### src/rtl/aimbot_pkg.sv
// Shared types for the aiming pipeline: HDMI pack layout, bounding-box record, pack helpers.
package aimbot_pkg;

  localparam int H_ACT  = 1280;
  localparam int V_ACT  = 720;
  localparam int XW     = $clog2(H_ACT);
  localparam int YW     = $clog2(V_ACT);
  localparam int CW     = 8;
  localparam int CNT_W  = 24;
  localparam int PACK_W = 50;

  localparam logic [CW-1:0]    R_MIN      = 8'd160;
  localparam logic [CW-1:0]    G_MAX      = 8'd90;
  localparam logic [CW-1:0]    B_MAX      = 8'd90;
  localparam logic [CNT_W-1:0] MIN_PIXELS = 24'd64;
  localparam logic [3*CW-1:0]  BOX_RGB    = 24'h00FF00;

  typedef struct packed {
    logic          clk;
    logic          href;
    logic          hsync;
    logic          vsync;
    logic          de;
    logic [CW-1:0] r;
    logic [CW-1:0] g;
    logic [CW-1:0] b;
    logic [XW-1:0] x;
    logic [YW-1:0] y;
  } hdmi_t;

  typedef struct packed {
    logic             valid;
    logic [XW-1:0]    x0;
    logic [XW-1:0]    x1;
    logic [YW-1:0]    y0;
    logic [YW-1:0]    y1;
    logic [CNT_W-1:0] cnt;
  } bbox_t;

  function automatic hdmi_t hdmi_unpack(input logic [PACK_W-1:0] p);
    return hdmi_t'(p);
  endfunction

  function automatic logic [PACK_W-1:0] hdmi_pack(input hdmi_t h);
    return PACK_W'(h);
  endfunction

  function automatic logic [CNT_W-1:0] sat_inc(input logic [CNT_W-1:0] v);
    return (&v) ? v : v + CNT_W'(1);
  endfunction

endpackage

### src/rtl/target_bbox_if.sv
// Pixel pack in/out plus published box; slave side is the detector, master side feeds it.
interface target_bbox_if;
  import aimbot_pkg::*;

  logic [PACK_W-1:0] i_pack;
  logic [PACK_W-1:0] o_pack;
  logic              box_valid;
  logic [XW-1:0]     box_x0;
  logic [XW-1:0]     box_x1;
  logic [YW-1:0]     box_y0;
  logic [YW-1:0]     box_y1;
  logic [CNT_W-1:0]  hit_cnt;
  logic              frame_stb;

  modport master (
    output i_pack,
    input  o_pack, box_valid, box_x0, box_x1, box_y0, box_y1, hit_cnt, frame_stb
  );

  modport slave (
    input  i_pack,
    output o_pack, box_valid, box_x0, box_x1, box_y0, box_y1, hit_cnt, frame_stb
  );

endinterface

### src/rtl/bbox_accum.sv
// Per-frame min/max/count accumulator; publishes and re-arms on the frame edge (1 clk), no backpressure.
module bbox_accum
  import aimbot_pkg::*;
(
  input  logic          clk,
  input  logic          rst,
  input  logic          hit_i,
  input  logic          edge_i,
  input  logic [XW-1:0] x_i,
  input  logic [YW-1:0] y_i,
  output bbox_t         box_o,
  output logic          stb_o
);

  logic [XW-1:0]    acc_x0_q, acc_x0_d, acc_x1_q, acc_x1_d;
  logic [YW-1:0]    acc_y0_q, acc_y0_d, acc_y1_q, acc_y1_d;
  logic [CNT_W-1:0] acc_cnt_q, acc_cnt_d;
  bbox_t            box_q, box_d;
  logic             stb_q, stb_d;

  always_comb begin
    acc_x0_d  = acc_x0_q;
    acc_x1_d  = acc_x1_q;
    acc_y0_d  = acc_y0_q;
    acc_y1_d  = acc_y1_q;
    acc_cnt_d = acc_cnt_q;
    box_d     = box_q;
    stb_d     = 1'b0;
    // A hit coinciding with the edge belongs to neither frame and is dropped.
    if (edge_i) begin
      box_d.valid = (acc_cnt_q >= MIN_PIXELS);
      box_d.x0    = acc_x0_q;
      box_d.x1    = acc_x1_q;
      box_d.y0    = acc_y0_q;
      box_d.y1    = acc_y1_q;
      box_d.cnt   = acc_cnt_q;
      stb_d       = 1'b1;
      acc_x0_d    = '1;
      acc_x1_d    = '0;
      acc_y0_d    = '1;
      acc_y1_d    = '0;
      acc_cnt_d   = '0;
    end else if (hit_i) begin
      if (x_i < acc_x0_q) acc_x0_d = x_i;
      if (x_i > acc_x1_q) acc_x1_d = x_i;
      if (y_i < acc_y0_q) acc_y0_d = y_i;
      if (y_i > acc_y1_q) acc_y1_d = y_i;
      acc_cnt_d = sat_inc(acc_cnt_q);
    end
  end

  always_ff @(posedge clk or posedge rst) begin
    if (rst) begin
      acc_x0_q  <= '1;
      acc_x1_q  <= '0;
      acc_y0_q  <= '1;
      acc_y1_q  <= '0;
      acc_cnt_q <= '0;
      box_q     <= '0;
      stb_q     <= 1'b0;
    end else begin
      acc_x0_q  <= acc_x0_d;
      acc_x1_q  <= acc_x1_d;
      acc_y0_q  <= acc_y0_d;
      acc_y1_q  <= acc_y1_d;
      acc_cnt_q <= acc_cnt_d;
      box_q     <= box_d;
      stb_q     <= stb_d;
    end
  end

  assign box_o = box_q;
  assign stb_o = stb_q;

endmodule

### src/rtl/target_bbox.sv
// Red-target detector: thresholds pixels, tracks per-frame bounding box and outlines the
// previous frame's box on the outgoing pack; o_pack latency 1 clk, no backpressure.
module target_bbox
  import aimbot_pkg::*;
(
  input  logic         clk,
  input  logic         rst,
  target_bbox_if.slave bus
);

  hdmi_t px;
  logic  vsync_q;
  logic  hit;
  logic  frame_edge;
  bbox_t box;
  logic  stb;

  assign px = hdmi_unpack(bus.i_pack);

  assign hit = px.href & px.de & (px.r >= R_MIN) & (px.g <= G_MAX) & (px.b <= B_MAX);
  assign frame_edge = px.vsync & ~vsync_q;

  bbox_accum u_accum (
    .clk    (clk),
    .rst    (rst),
    .hit_i  (hit),
    .edge_i (frame_edge),
    .x_i    (px.x),
    .y_i    (px.y),
    .box_o  (box),
    .stb_o  (stb)
  );

  logic  in_x, in_y, on_v, on_h, draw;
  hdmi_t out_d, out_q;

  // Overlay uses the box held right now, so a freshly published box starts on the next pixel.
  assign in_x = (px.x >= box.x0) && (px.x <= box.x1);
  assign in_y = (px.y >= box.y0) && (px.y <= box.y1);
  assign on_v = ((px.x == box.x0) || (px.x == box.x1)) && in_y;
  assign on_h = ((px.y == box.y0) || (px.y == box.y1)) && in_x;
  assign draw = box.valid & px.de & (on_v | on_h);

  always_comb begin
    out_d = px;
    if (draw) {out_d.r, out_d.g, out_d.b} = BOX_RGB;
  end

  always_ff @(posedge clk or posedge rst) begin
    if (rst) begin
      out_q   <= '0;
      vsync_q <= 1'b0;
    end else begin
      out_q   <= out_d;
      vsync_q <= px.vsync;
    end
  end

  assign bus.o_pack    = hdmi_pack(out_q);
  assign bus.box_valid = box.valid;
  assign bus.box_x0    = box.x0;
  assign bus.box_x1    = box.x1;
  assign bus.box_y0    = box.y0;
  assign bus.box_y1    = box.y1;
  assign bus.hit_cnt   = box.cnt;
  assign bus.frame_stb = stb;

endmodule
### src/flat_wrapper.sv
// flat-port wrapper written by rule: the top's interface ports become plain ports
module target_bbox_flat import aimbot_pkg::*;
  (clk, rst, bus_i_pack, bus_o_pack, bus_box_valid, bus_box_x0, bus_box_x1, bus_box_y0, bus_box_y1, bus_hit_cnt, bus_frame_stb);
  target_bbox_if bus_i ();
  input  logic clk;
  input  logic rst;
  input wire logic [$bits(bus_i.i_pack)-1:0] bus_i_pack;
  output wire logic [$bits(bus_i.o_pack)-1:0] bus_o_pack;
  output wire logic [$bits(bus_i.box_valid)-1:0] bus_box_valid;
  output wire logic [$bits(bus_i.box_x0)-1:0] bus_box_x0;
  output wire logic [$bits(bus_i.box_x1)-1:0] bus_box_x1;
  output wire logic [$bits(bus_i.box_y0)-1:0] bus_box_y0;
  output wire logic [$bits(bus_i.box_y1)-1:0] bus_box_y1;
  output wire logic [$bits(bus_i.hit_cnt)-1:0] bus_hit_cnt;
  output wire logic [$bits(bus_i.frame_stb)-1:0] bus_frame_stb;
  assign bus_i.i_pack = bus_i_pack;
  assign bus_o_pack = bus_i.o_pack;
  assign bus_box_valid = bus_i.box_valid;
  assign bus_box_x0 = bus_i.box_x0;
  assign bus_box_x1 = bus_i.box_x1;
  assign bus_box_y0 = bus_i.box_y0;
  assign bus_box_y1 = bus_i.box_y1;
  assign bus_hit_cnt = bus_i.hit_cnt;
  assign bus_frame_stb = bus_i.frame_stb;
  target_bbox u_core (.clk(clk), .rst(rst), .bus(bus_i));
endmodule
### config.mk
export PLATFORM = sky130hd
export DESIGN_NAME = target_bbox_flat
export DESIGN_NICKNAME = d
export VERILOG_FILES = /design/src/rtl/aimbot_pkg.sv /design/src/rtl/target_bbox_if.sv /design/src/rtl/bbox_accum.sv /design/src/rtl/target_bbox.sv /design/src/flat_wrapper.sv
export SDC_FILE = /design/constraint.sdc
export NUM_CORES = 1
export LEC_CHECK = 0
export ABC_AREA = 1
export CAP_MARGIN = 0
export CORE_UTILIZATION = 30
export DETAILED_ROUTE_END_ITERATION = 8
export PLACE_DENSITY_LB_ADDON = 0.15
export SETUP_SLACK_MARGIN = 0.02
export SLEW_MARGIN = 20
export SYNTH_ARGS = -nofsm -noshare
export SYNTH_HDL_FRONTEND = slang
export SYNTH_SLANG_ARGS = --single-unit
### constraint.sdc
create_clock -name clk -period 6.5 [get_ports clk]
set_clock_uncertainty 0.2 [all_clocks]
set_input_delay 0.65 -clock clk [delete_from_list [all_inputs] [get_ports clk]]
set_output_delay 0.65 -clock clk [all_outputs]
set_load 0.01 [all_outputs]
==> impl_results.md, run 1 <==
- Status: completed
- Post-Route WL: 25.35 mm
- Gpl congestion: 0.7775
- Synth Flop Type: dfrtp_1
- Startpoint types: input port
- Antenna Cells: 0
- Sink Count: 184
- Hold/Removal Path Class: reg2reg
- GRT Overall Usage: 16.24%
- Critical setup path kind: in2reg
- Leak: 5.825 nW
- Worst Tran Pin Value: 949.4 ps
- Final period util: 55.30%
- 1st-iter DRT viols: 405
- Flops & latches, synth: 184
- Setup TNS: 0 ps
- Min Tclk post-route: 3594 ps
- Compound-Gate Fraction of Synth Area: 8.402%
- Reg2Reg Launch Point: u_core.vsync_q
- Final setup vio count: 0
- Crit path DAT: 3740 ps
- Initial antenna violation count: 0
- Vias: 7783
- Routed len/inst: 14.76 µm
- Maximum number of pins on one net before global-route repair: 127
- CTS max path bufs: 2
- First-pass GRT wire length: 41.73 mm
- Worst vdd ir: 0.1776 mV
- Ys Warns: 0
- Die W: 181.1 µm
- H-Tree Level Count: 4
- Slew Limit Fails: 0
- Max_slew headroom: 36.70%
- Post-CTS Setup Inserts: 0
- Adder-cell area share of the yosys netlist: 10.92%
- Share of cells above drive strength 1: 6.763%
- Die span in y: 181.1 µm
- Clk_lat worst skew: 450 ps
- Grt ovf: 0
- Hold Path Origin: u_core.u_accum.acc_y0_q[9]
- Final Hold Fails: 0
- Layout Nets: 1440
- Die ar.: 0.03279 mm²
- Post-synth ARST share: 100.0%
- P&R area growth vs syn: 27.79%
- # Max-Cap Violations: 0
- Distinct cells, synth: 38
- Reg2Reg Depth: 5
- CTS root buf: clkbuf_16
- Starting Density: 30.49%
- Hold-fix buffers, CTS: 0
- Post-route ant nets: 0
- Worst reg2reg setup slack: 3220 ps
- R2r endpoint: u_core.u_accum.acc_x0_q[0]
- Max Fclk: 0.2782 GHz
- Synthesized area: 0.009620 mm²
- Most common cell after layout, fill and taps aside: nand2_1
- CTS tree: built
- Synth Area in Simple Gates: 23.14%
- DRT Pass-1 Iters: 5
- Post-CTS Resized: 0
- I/O Pins: 170
- Worst-case hold path end point: u_core.u_accum.acc_y0_q[9]
- Num CTS Buffers: 17
- RSZ-0062 raised after global routing: false
- Mean Syn Cell Area: 8.358 µm²
- Cells on Worst Hold Path: 2
- Most frequent cells in the layout: 314 x nand2_1, 169 x clkdlybuf4s50_1, 163 x dfrtp_1
- Post-Synth XOR/XNOR Area: 1.001%
- Placement row count: 65
- Core ar.: 0.03156 mm²
- Post-DP HPWL: 17.62 mm
- Vias/cell: 4.530
- Worst-path clk slew: 70 ps
- Crit Path Max Fanout: 45
- Net Count, Synth: 1287
- Main combinational cell family by area after synthesis: simple AND/OR/NAND/NOR gates
- Power Density: 282.7 mW/mm²
- Vias in the first global route: 7605
- Crit path capture type: flip-flop
- Mux cell area share after synthesis: 0%
- Register area share after synthesis: 48.13%
- I/O Buffers: 169
- Data required, critical path: 6650 ps
- Number of synthesized flops with an enable pin: 0
- # DRC: 0
- Final Power: 3.476 mW
- Mapped Cells: 1151
[how the worst max path moves through the flow]
stage                                 end  slack (ps)            from  depth (start not counted)
3_3_place_gp   u_core.u_accum.acc_x0_q[5]        2500  bus_i_pack[46]                          7
6_report       u_core.u_accum.acc_x0_q[0]        2910  bus_i_pack[46]                          7
3_5_place_dp   u_core.u_accum.acc_x0_q[0]        2400  bus_i_pack[46]                          7
2_1_floorplan        u_core.bus.o_pack[0]         680             rst                          1
4_1_cts        u_core.u_accum.acc_x0_q[0]        2830  bus_i_pack[46]                          7
5_1_grt        u_core.u_accum.acc_x0_q[0]        2520  bus_i_pack[46]                          7
[critical path: stages]
cell and delay (ps):
clkdlybuf4s50_1 480, inv_1 70, nor2_4 360, clkinv_2 680
nand2_2 580, nand2_1 500, o21ai_0 380
[layout make-up]
cell class	count	area [µm²]
multi-input cells	764	4187
clock inverters	13	192.7
inverters	165	628.1
clock buffers	18	439.2
flip-flops and latches	184	4631
fillers	3248	19260
repair buffers	172	1714
well taps	402	503.0
[metrics by stage]
stage,hold slack [ps],setup WS [ps],cells,area (µm²),util [%]
after floorplan,249.4,684.4,1151,9620,-
after CTS,277.5,2830,1718,12290,38.96
after global placement,257.5,2504,1687,11660,36.96
after global routing,292.5,2517,1718,12290,38.96
final,275.1,2906,1718,12290,38.96
after detailed placement,266.0,2399,1687,11660,36.96
[where the power goes]
group	switching [mW]	leakage (nW)	internal [mW]
registers	0.128	2.33	1.36
logic	0.460	3.19	0.386
clock network	0.488	0.304	0.658
[kinds of logic (layout without fill, tap and decap cells)]
group / after synthesis / count (layout)
AO/OA/AOI/OAI: 154 / 154
XOR/XNOR: 11 / 11
adder cells (fa/ha/maj): 84 / 84
buffers and inverters: 203 / 368
flip-flops: 184 / 184
AND/OR/NAND/NOR: 515 / 515
[state kept, by name, indices dropped and copies added (netlist names)]
| register | flops |
|---|---|
| u_core.u_accum.stb_o | 1 |
| u_core.vsync_q | 1 |
| u_core.u_accum.box_o | 67 |
| u_core.u_accum.acc_cnt_q | 24 |
| u_core.u_accum.acc_y1_q | 10 |
| u_core.u_accum.acc_x0_q | 11 |
| u_core.u_accum.acc_x1_q | 11 |
| u_core.bus.o_pack | 49 |
| u_core.u_accum.acc_y0_q | 10 |
[synthesized netlist by cell type, types with 9 or more instances]
| cell type | n | area [µm²] |
|---|---|---|
| a21oi_1 | 46 | 230.2 |
| buf_2 | 10 | 50.05 |
| clkbuf_1 | 15 | 56.30 |
| dfrtp_1 | 163 | 4079 |
| dfstp_2 | 21 | 551.8 |
| ha_1 | 84 | 1051 |
| inv_1 | 162 | 608.1 |
| nand2_1 | 314 | 1179 |
| nand3_1 | 91 | 455.4 |
| nand4_1 | 13 | 81.33 |
| nor2_1 | 54 | 202.7 |
| nor3_1 | 9 | 45.04 |
| o21ai_0 | 90 | 450.4 |
| or2_2 | 10 | 62.56 |
| xor2_1 | 11 | 96.34 |
[per-layer routing]
| layer | part of all wire [%] | wire length (µm) | track usage, % | vias to the layer above |
|---|---|---|---|---|
| met4 | 1.7 | 426 | 5.356 | 0 |
| met1 | 48 | 12290 | 22.02 | 3619 |
| met5 | 0 | 0 | 0 | - |
| met2 | 46 | 11560 | 25.53 | 148 |
| met3 | 4.3 | 1078 | 3.689 | 23 |
| li1 | - | - | - | 3993 |
(Power assumes the default switching activity.)
==> run 2: changes to the inputs <==
Clock period 6.5 ns to 3.7 ns, I/O delays scaled along.
==> run 2 against run 1 <==
  * Clock power is 59% higher
  * Total power is 72% higher
  * Sequential cell count did not move
  * Die area did not move
  * Setup slack got worse by 2100 ps
  * First-iteration DRC count shrank 4.2%
  * Utilization increased by 0.36 points
  * Largest cell class unchanged
  * Largest power group unchanged
==> impl_results.md, run 2 (synthesis results as in run 1) <==
- Core ar.: 0.03156 mm²
- GRT Overall Usage: 16.43%
- CTS max path bufs: 2
- Worst-path clk slew: 70 ps
- First-pass GRT wire length: 42.30 mm
- Post-CTS Resized: 0
- Vias in the first global route: 7778
- Largest delay share family, worst path: simple AND/OR/NAND/NOR gates
- Vias: 7870
- Fin cells: 1735
- Dpl cells: 1703
- Grt ovf: 0
- Num CTS Buffers: 17
- CTS tree: built
- Fillers: 3197
- Sink Count: 184
- RSZ-0062 raised after global routing: false
- I/O Buffers: 169
- Final Hold Fails: 0
- Worst Tran Pin Value: 784.4 ps
- Routed len/inst: 14.89 µm
- Status: completed
- Met1 GRT Util: 22.73%
- Setup TNS: 0 ps
- DRT Pass-1 Iters: 5
- Maximum number of pins on one net before global-route repair: 114
- H-Tree Level Count: 4
- Crit Path Max Fanout: 10
- Initial antenna violation count: 0
- Most common cell after layout, fill and taps aside: nand2_1
- Max Fclk: 0.3398 GHz
- Most frequent cells in the layout: 314 x nand2_1, 169 x clkdlybuf4s50_1, 163 x dfrtp_1
- Layout Nets: 1456
- Gpl congestion: 0.7916
- Final setup vio count: 0
- Post-route ant nets: 0
- Critical setup path kind: in2reg
- Met3 Use GR: 3.245%
- Slew Limit Fails: 0
- Placement row count: 65
- 1st-iter DRT viols: 388
- Leak: 5.886 nW
- Crit path cell chain: clkdlybuf4s50_1, ha_1, nand2_1, nor2_1, nand2_1, o21ai_0, nand3_1, nand2_1, nand2_1, nand2_1
- Crit path capture type: flip-flop
- Die span in y: 181.1 µm
- Startpoint types: input port
- Vias/cell: 4.536
- Area of the multi-input gates: 0.004187 mm²
- Share of cells above drive strength 1: 7.877%
- Hold-fix buffers, CTS: 0
- Max FFs per register: 67
- Power Density: 481.4 mW/mm²
- # DRC: 0
- Post-DP HPWL: 18.62 mm
- CTS root buf: clkbuf_16
- Hold/Removal Path Class: in2reg
- Max incr delay on CP: 570 ps
- I/O Pins: 170
- Final Power: 5.973 mW
- Worst vdd ir: 0.2836 mV
- Slowest cell on crit path: clkdlybuf4s50_1
- Die ar.: 0.03279 mm²
- Post-CTS Setup Inserts: 0
- Cell mode on critical path: nand2_1
- GR Util met2: 26.32%
- Clk_lat worst skew: 440 ps
- Sequential Area: 0.004631 mm²
- # Max-Cap Violations: 0
- Die W: 181.1 µm
- Post-Route WL: 25.83 mm
- Min Tclk post-route: 2943 ps
- Max_slew headroom: 47.71%
- Worst Path Buf+Inv: 1
- P&R area growth vs syn: 28.99%
- Crit path DAT: 3110 ps
- Worst reg2reg setup slack: 920 ps
- Most Used Layer, Global Route: met2
- Starting Density: 30.49%
- Antenna Cells: 0
- Data required, critical path: 3860 ps
- Final period util: 79.55%
run 2: changes by cell type in the layout (fill, tap and decap cells not counted), sizes merged:
cell | previous run | this run
clkinv | 5 | 6
bufinv | 4 | 1
buf | 3 | 19
clkinvlp | 2 | 5
clkbuf | 18 | 22
inv | 167 | 163
run 2: metal layers:
layer | up-vias | wire length, µm
met3 | 16 | 1028
met4 | 0 | 226
met5 | - | 0
met2 | 146 | 11810
li1 | 4017 | -
met1 | 3691 | 12760
run 2: path summary, 6_finish.rpt:
kind                            depth (start not counted)                          to                     start
worst max register to register                         10       u_core.bus.o_pack[34]  u_core.u_accum.box_o[43]
min in group asynchronous                               2       u_core.bus.o_pack[49]                       rst
worst max-delay path                                   10       u_core.bus.o_pack[34]             bus_i_pack[9]
worst min register to register                          2    u_core.u_accum.box_o[12]  u_core.u_accum.box_o[12]
max in group asynchronous                               3  u_core.u_accum.acc_x0_q[6]                       rst
worst min-delay path                                    1       u_core.bus.o_pack[49]            bus_i_pack[49]
run 2: power breakdown:
part / internal [mW] / total [mW] / switching (mW) / leakage (nW)
clock network: 1.00 / 1.83 / 0.825 / 0.275
registers: 2.38 / 2.60 / 0.220 / 2.33
logic: 0.710 / 1.55 / 0.838 / 3.28
run 2: cell type report:
class / count / share of cell area [%]
Inverter: 165 / 5.031
Sequential cell: 184 / 37.32
Clock inverter: 10 / 0.7461
Tap cell: 402 / 4.053
Multi-Input combinational cell: 764 / 33.74
Clock buffer: 22 / 3.902
Timing Repair Buffer: 188 / 15.21
run 2: per-stage QoR:
step / hold slack (ps) / instance area, µm² / utilization, % / setup slack, ps
CTS: 144.4 / 12410 / 39.31 / 765.2
global placement: 257.6 / 11830 / 37.49 / 318.5
finish: 169.2 / 12410 / 39.33 / 756.7
global route: 148.6 / 12410 / 39.33 / 466.8
detailed placement: 258.9 / 11830 / 37.49 / 312.3
floorplan: 201.4 / 9624 / - / 782.6
==> run 3: changes to the inputs <==
Clock period 3.7 ns to 2.8 ns, I/O delays scaled along.
==> run 3 against run 2 <==
  * Sequential cell count unchanged
  * First-iteration DRC count shrank 25%
  * Clock power grew 33%
  * Sequential share of layout area decreased by 0.68 points
  * Design area is 1.8% higher
  * Count of clock-buffer cells in the layout down 4
  * Global-route usage fell by 0.077 points
  * Non-clock buffer count increased by 29
  * Setup slack lost 500 ps
  * Critical endpoint is now u_core.bus.o_pack[41]
  * Highest routed layer unchanged
==> impl_results.md, run 3 (synthesis results as in run 1) <==
- Share of cells above drive strength 1: 9.838%
- Area of the multi-input gates: 0.004187 mm²
- Die ar.: 0.03279 mm²
- Max_slew headroom: 46.66%
- Routed len/inst: 14.32 µm
- Final Core Density: 40.05%
- Net Sw Frac: 31.98%
- Crit path DAT: 2670 ps
- Clk pwr share: 30.8%
- Data required, critical path: 2920 ps
- Core ar.: 0.03156 mm²
- CTS max path bufs: 2
- Crit Path Max Fanout: 9
- CTS root buf: clkbuf_16
- I/O Buffers: 169
- Status: completed
- Leak: 6.039 nW
- Sequential Power Share: 43.2%
- Placement row count: 65
- Final setup vio count: 0
- Sequential Area: 0.004631 mm²
- Post-DP HPWL: 18.55 mm
- Hold Path Origin: bus_i_pack[47]
- Crit path capture type: flip-flop
- Max Fclk: 0.3924 GHz
- Final Hold Fails: 0
- # DRC: 0
- CTS tree: built
- Num CTS Buffers: 17
- Cell mode on critical path: nand2_1
- Reg2Reg Launch Point: u_core.u_accum.acc_x1_q[10]
- GRT Overall Usage: 16.35%
- Post-CTS Setup Inserts: 0
- Most frequent cells in the layout: 314 x nand2_1, 169 x clkdlybuf4s50_1, 163 x dfrtp_1
- Hold/Removal Path Class: in2reg
- Antenna Cells: 0
- Min Tclk post-route: 2548 ps
- Post-route ant nets: 0
- Vias: 7924
- Power Density: 626.4 mW/mm²
- Worst vdd ir: 0.4332 mV
- Max FFs per register: 67
- Layout Nets: 1485
- Worst setup path start: bus_i_pack[9]
- Starting Density: 30.49%
- Startpoint types: input port
- Post-CTS Resized: 0
- Vias/cell: 4.492
- Sw Pwr: 2.532 mW
- DRT Pass-1 Iters: 4
- Die span in y: 181.1 µm
- Combinational share of power: 26.0%
- Final period util: 91.01%
- Grt ovf: 0
- Maximum number of pins on one net before global-route repair: 114
- H-Tree Level Count: 4
- Worst Tran Pin Value: 797.2 ps
- Most common cell after layout, fill and taps aside: nand2_1
- Sink Count: 184
- Worst-path clk slew: 70 ps
- Fillers: 3192
- Hold WS: 81.08 ps
- RSZ-0062 raised after global routing: false
- Final Power: 7.917 mW
- 1st-iter DRT viols: 292
- Initial antenna violation count: 0
- Slowest cell on crit path: clkdlybuf4s50_1
- First-pass GRT wire length: 42.35 mm
- Reg2Reg Depth: 12
- Critical setup path kind: in2reg
- Die W: 181.1 µm
- Clk_lat worst skew: 440 ps
- Post-Route WL: 25.26 mm
- Gpl congestion: 0.8222
- Cells on Worst Hold Path: 1
- Slew Limit Fails: 0
- # Max-Cap Violations: 0
- Crit path cell chain: clkdlybuf4s50_1, ha_1, nand2_1, nor2_1, nand2_1, o21ai_0, nand3_1, nand2_1, buf_4, a21oi_1
- Int Power: 5.385 mW
- I/O Pins: 170
- P&R area growth vs syn: 31.37%
- Max incr delay on CP: 580 ps
- Vias in the first global route: 7912
## run 3: cell type report
| cell class | instances | share of cell area, % |
|---|---|---|
| Multi-Input combinational cell | 764 | 33.13 |
| Sequential cell | 184 | 36.64 |
| Timing Repair Buffer | 217 | 16.75 |
| Inverter | 165 | 4.940 |
| Tap cell | 402 | 3.980 |
| Clock buffer | 18 | 3.475 |
| Clock inverter | 14 | 1.089 |
## run 3: worst paths after layout
| check | end | slack [ps] |
|---|---|---|
| hold reg to reg | u_core.u_accum.acc_y0_q[6] | 270 |
| min in group asynchronous | u_core.u_accum.box_o[40] | 470 |
| setup reg to reg | u_core.u_accum.acc_x1_q[0] | 290 |
| setup / recovery | u_core.bus.o_pack[41] | 250 |
| hold / removal | u_core.bus.o_pack[47] | 80 |
| max in group asynchronous | u_core.u_accum.acc_cnt_q[9] | 1210 |
## run 3: power groups by stage
stage	Clock (mW)	Combinational, mW	Sequential, mW
after CTS	2.54	2.11	3.43
after global routing	2.65	2.38	3.48
after detailed placement	0	2.10	3.47
final	2.44	2.06	3.42
after global placement	0	2.07	3.48
after floorplan	0	1.11	3.50
## run 3: worst max-delay path, delay by kind of cell
family | cells | cell delay [ps]
simple gates | 5 | 750
fa+ha+maj | 1 | 390
buf+inv | 2 | 800
compound gates | 2 | 430
## run 3: what timing repair did
| item | in CTS | in global routing |
|---|---|---|
| endpoints found under the setup margin | 0 | 0 |
| hold buffers | 1 | 0 |
| hold endpoints to repair | 2 | 0 |
## run 3: through the flow
stage	setup TNS, ps	area [µm²]	setup slack (ps)	cells
detailed placement	-7796	12050	-273.4	1731
floorplan	-4465	9624	-27.39	1151
global placement	-7338	12050	-268.4	1731
global route	0	12640	66.37	1764
finish	0	12640	251.7	1764
CTS	0	12640	182.5	1764
## run 3: layer usage
metal	share of wire, %	up-vias	GRT usage, %
met5	0	-	0
met1	49	3681	22.45
li1	-	4104	-
met4	1.1	0	4.271
met3	3.9	18	3.145
met2	46	121	26.32
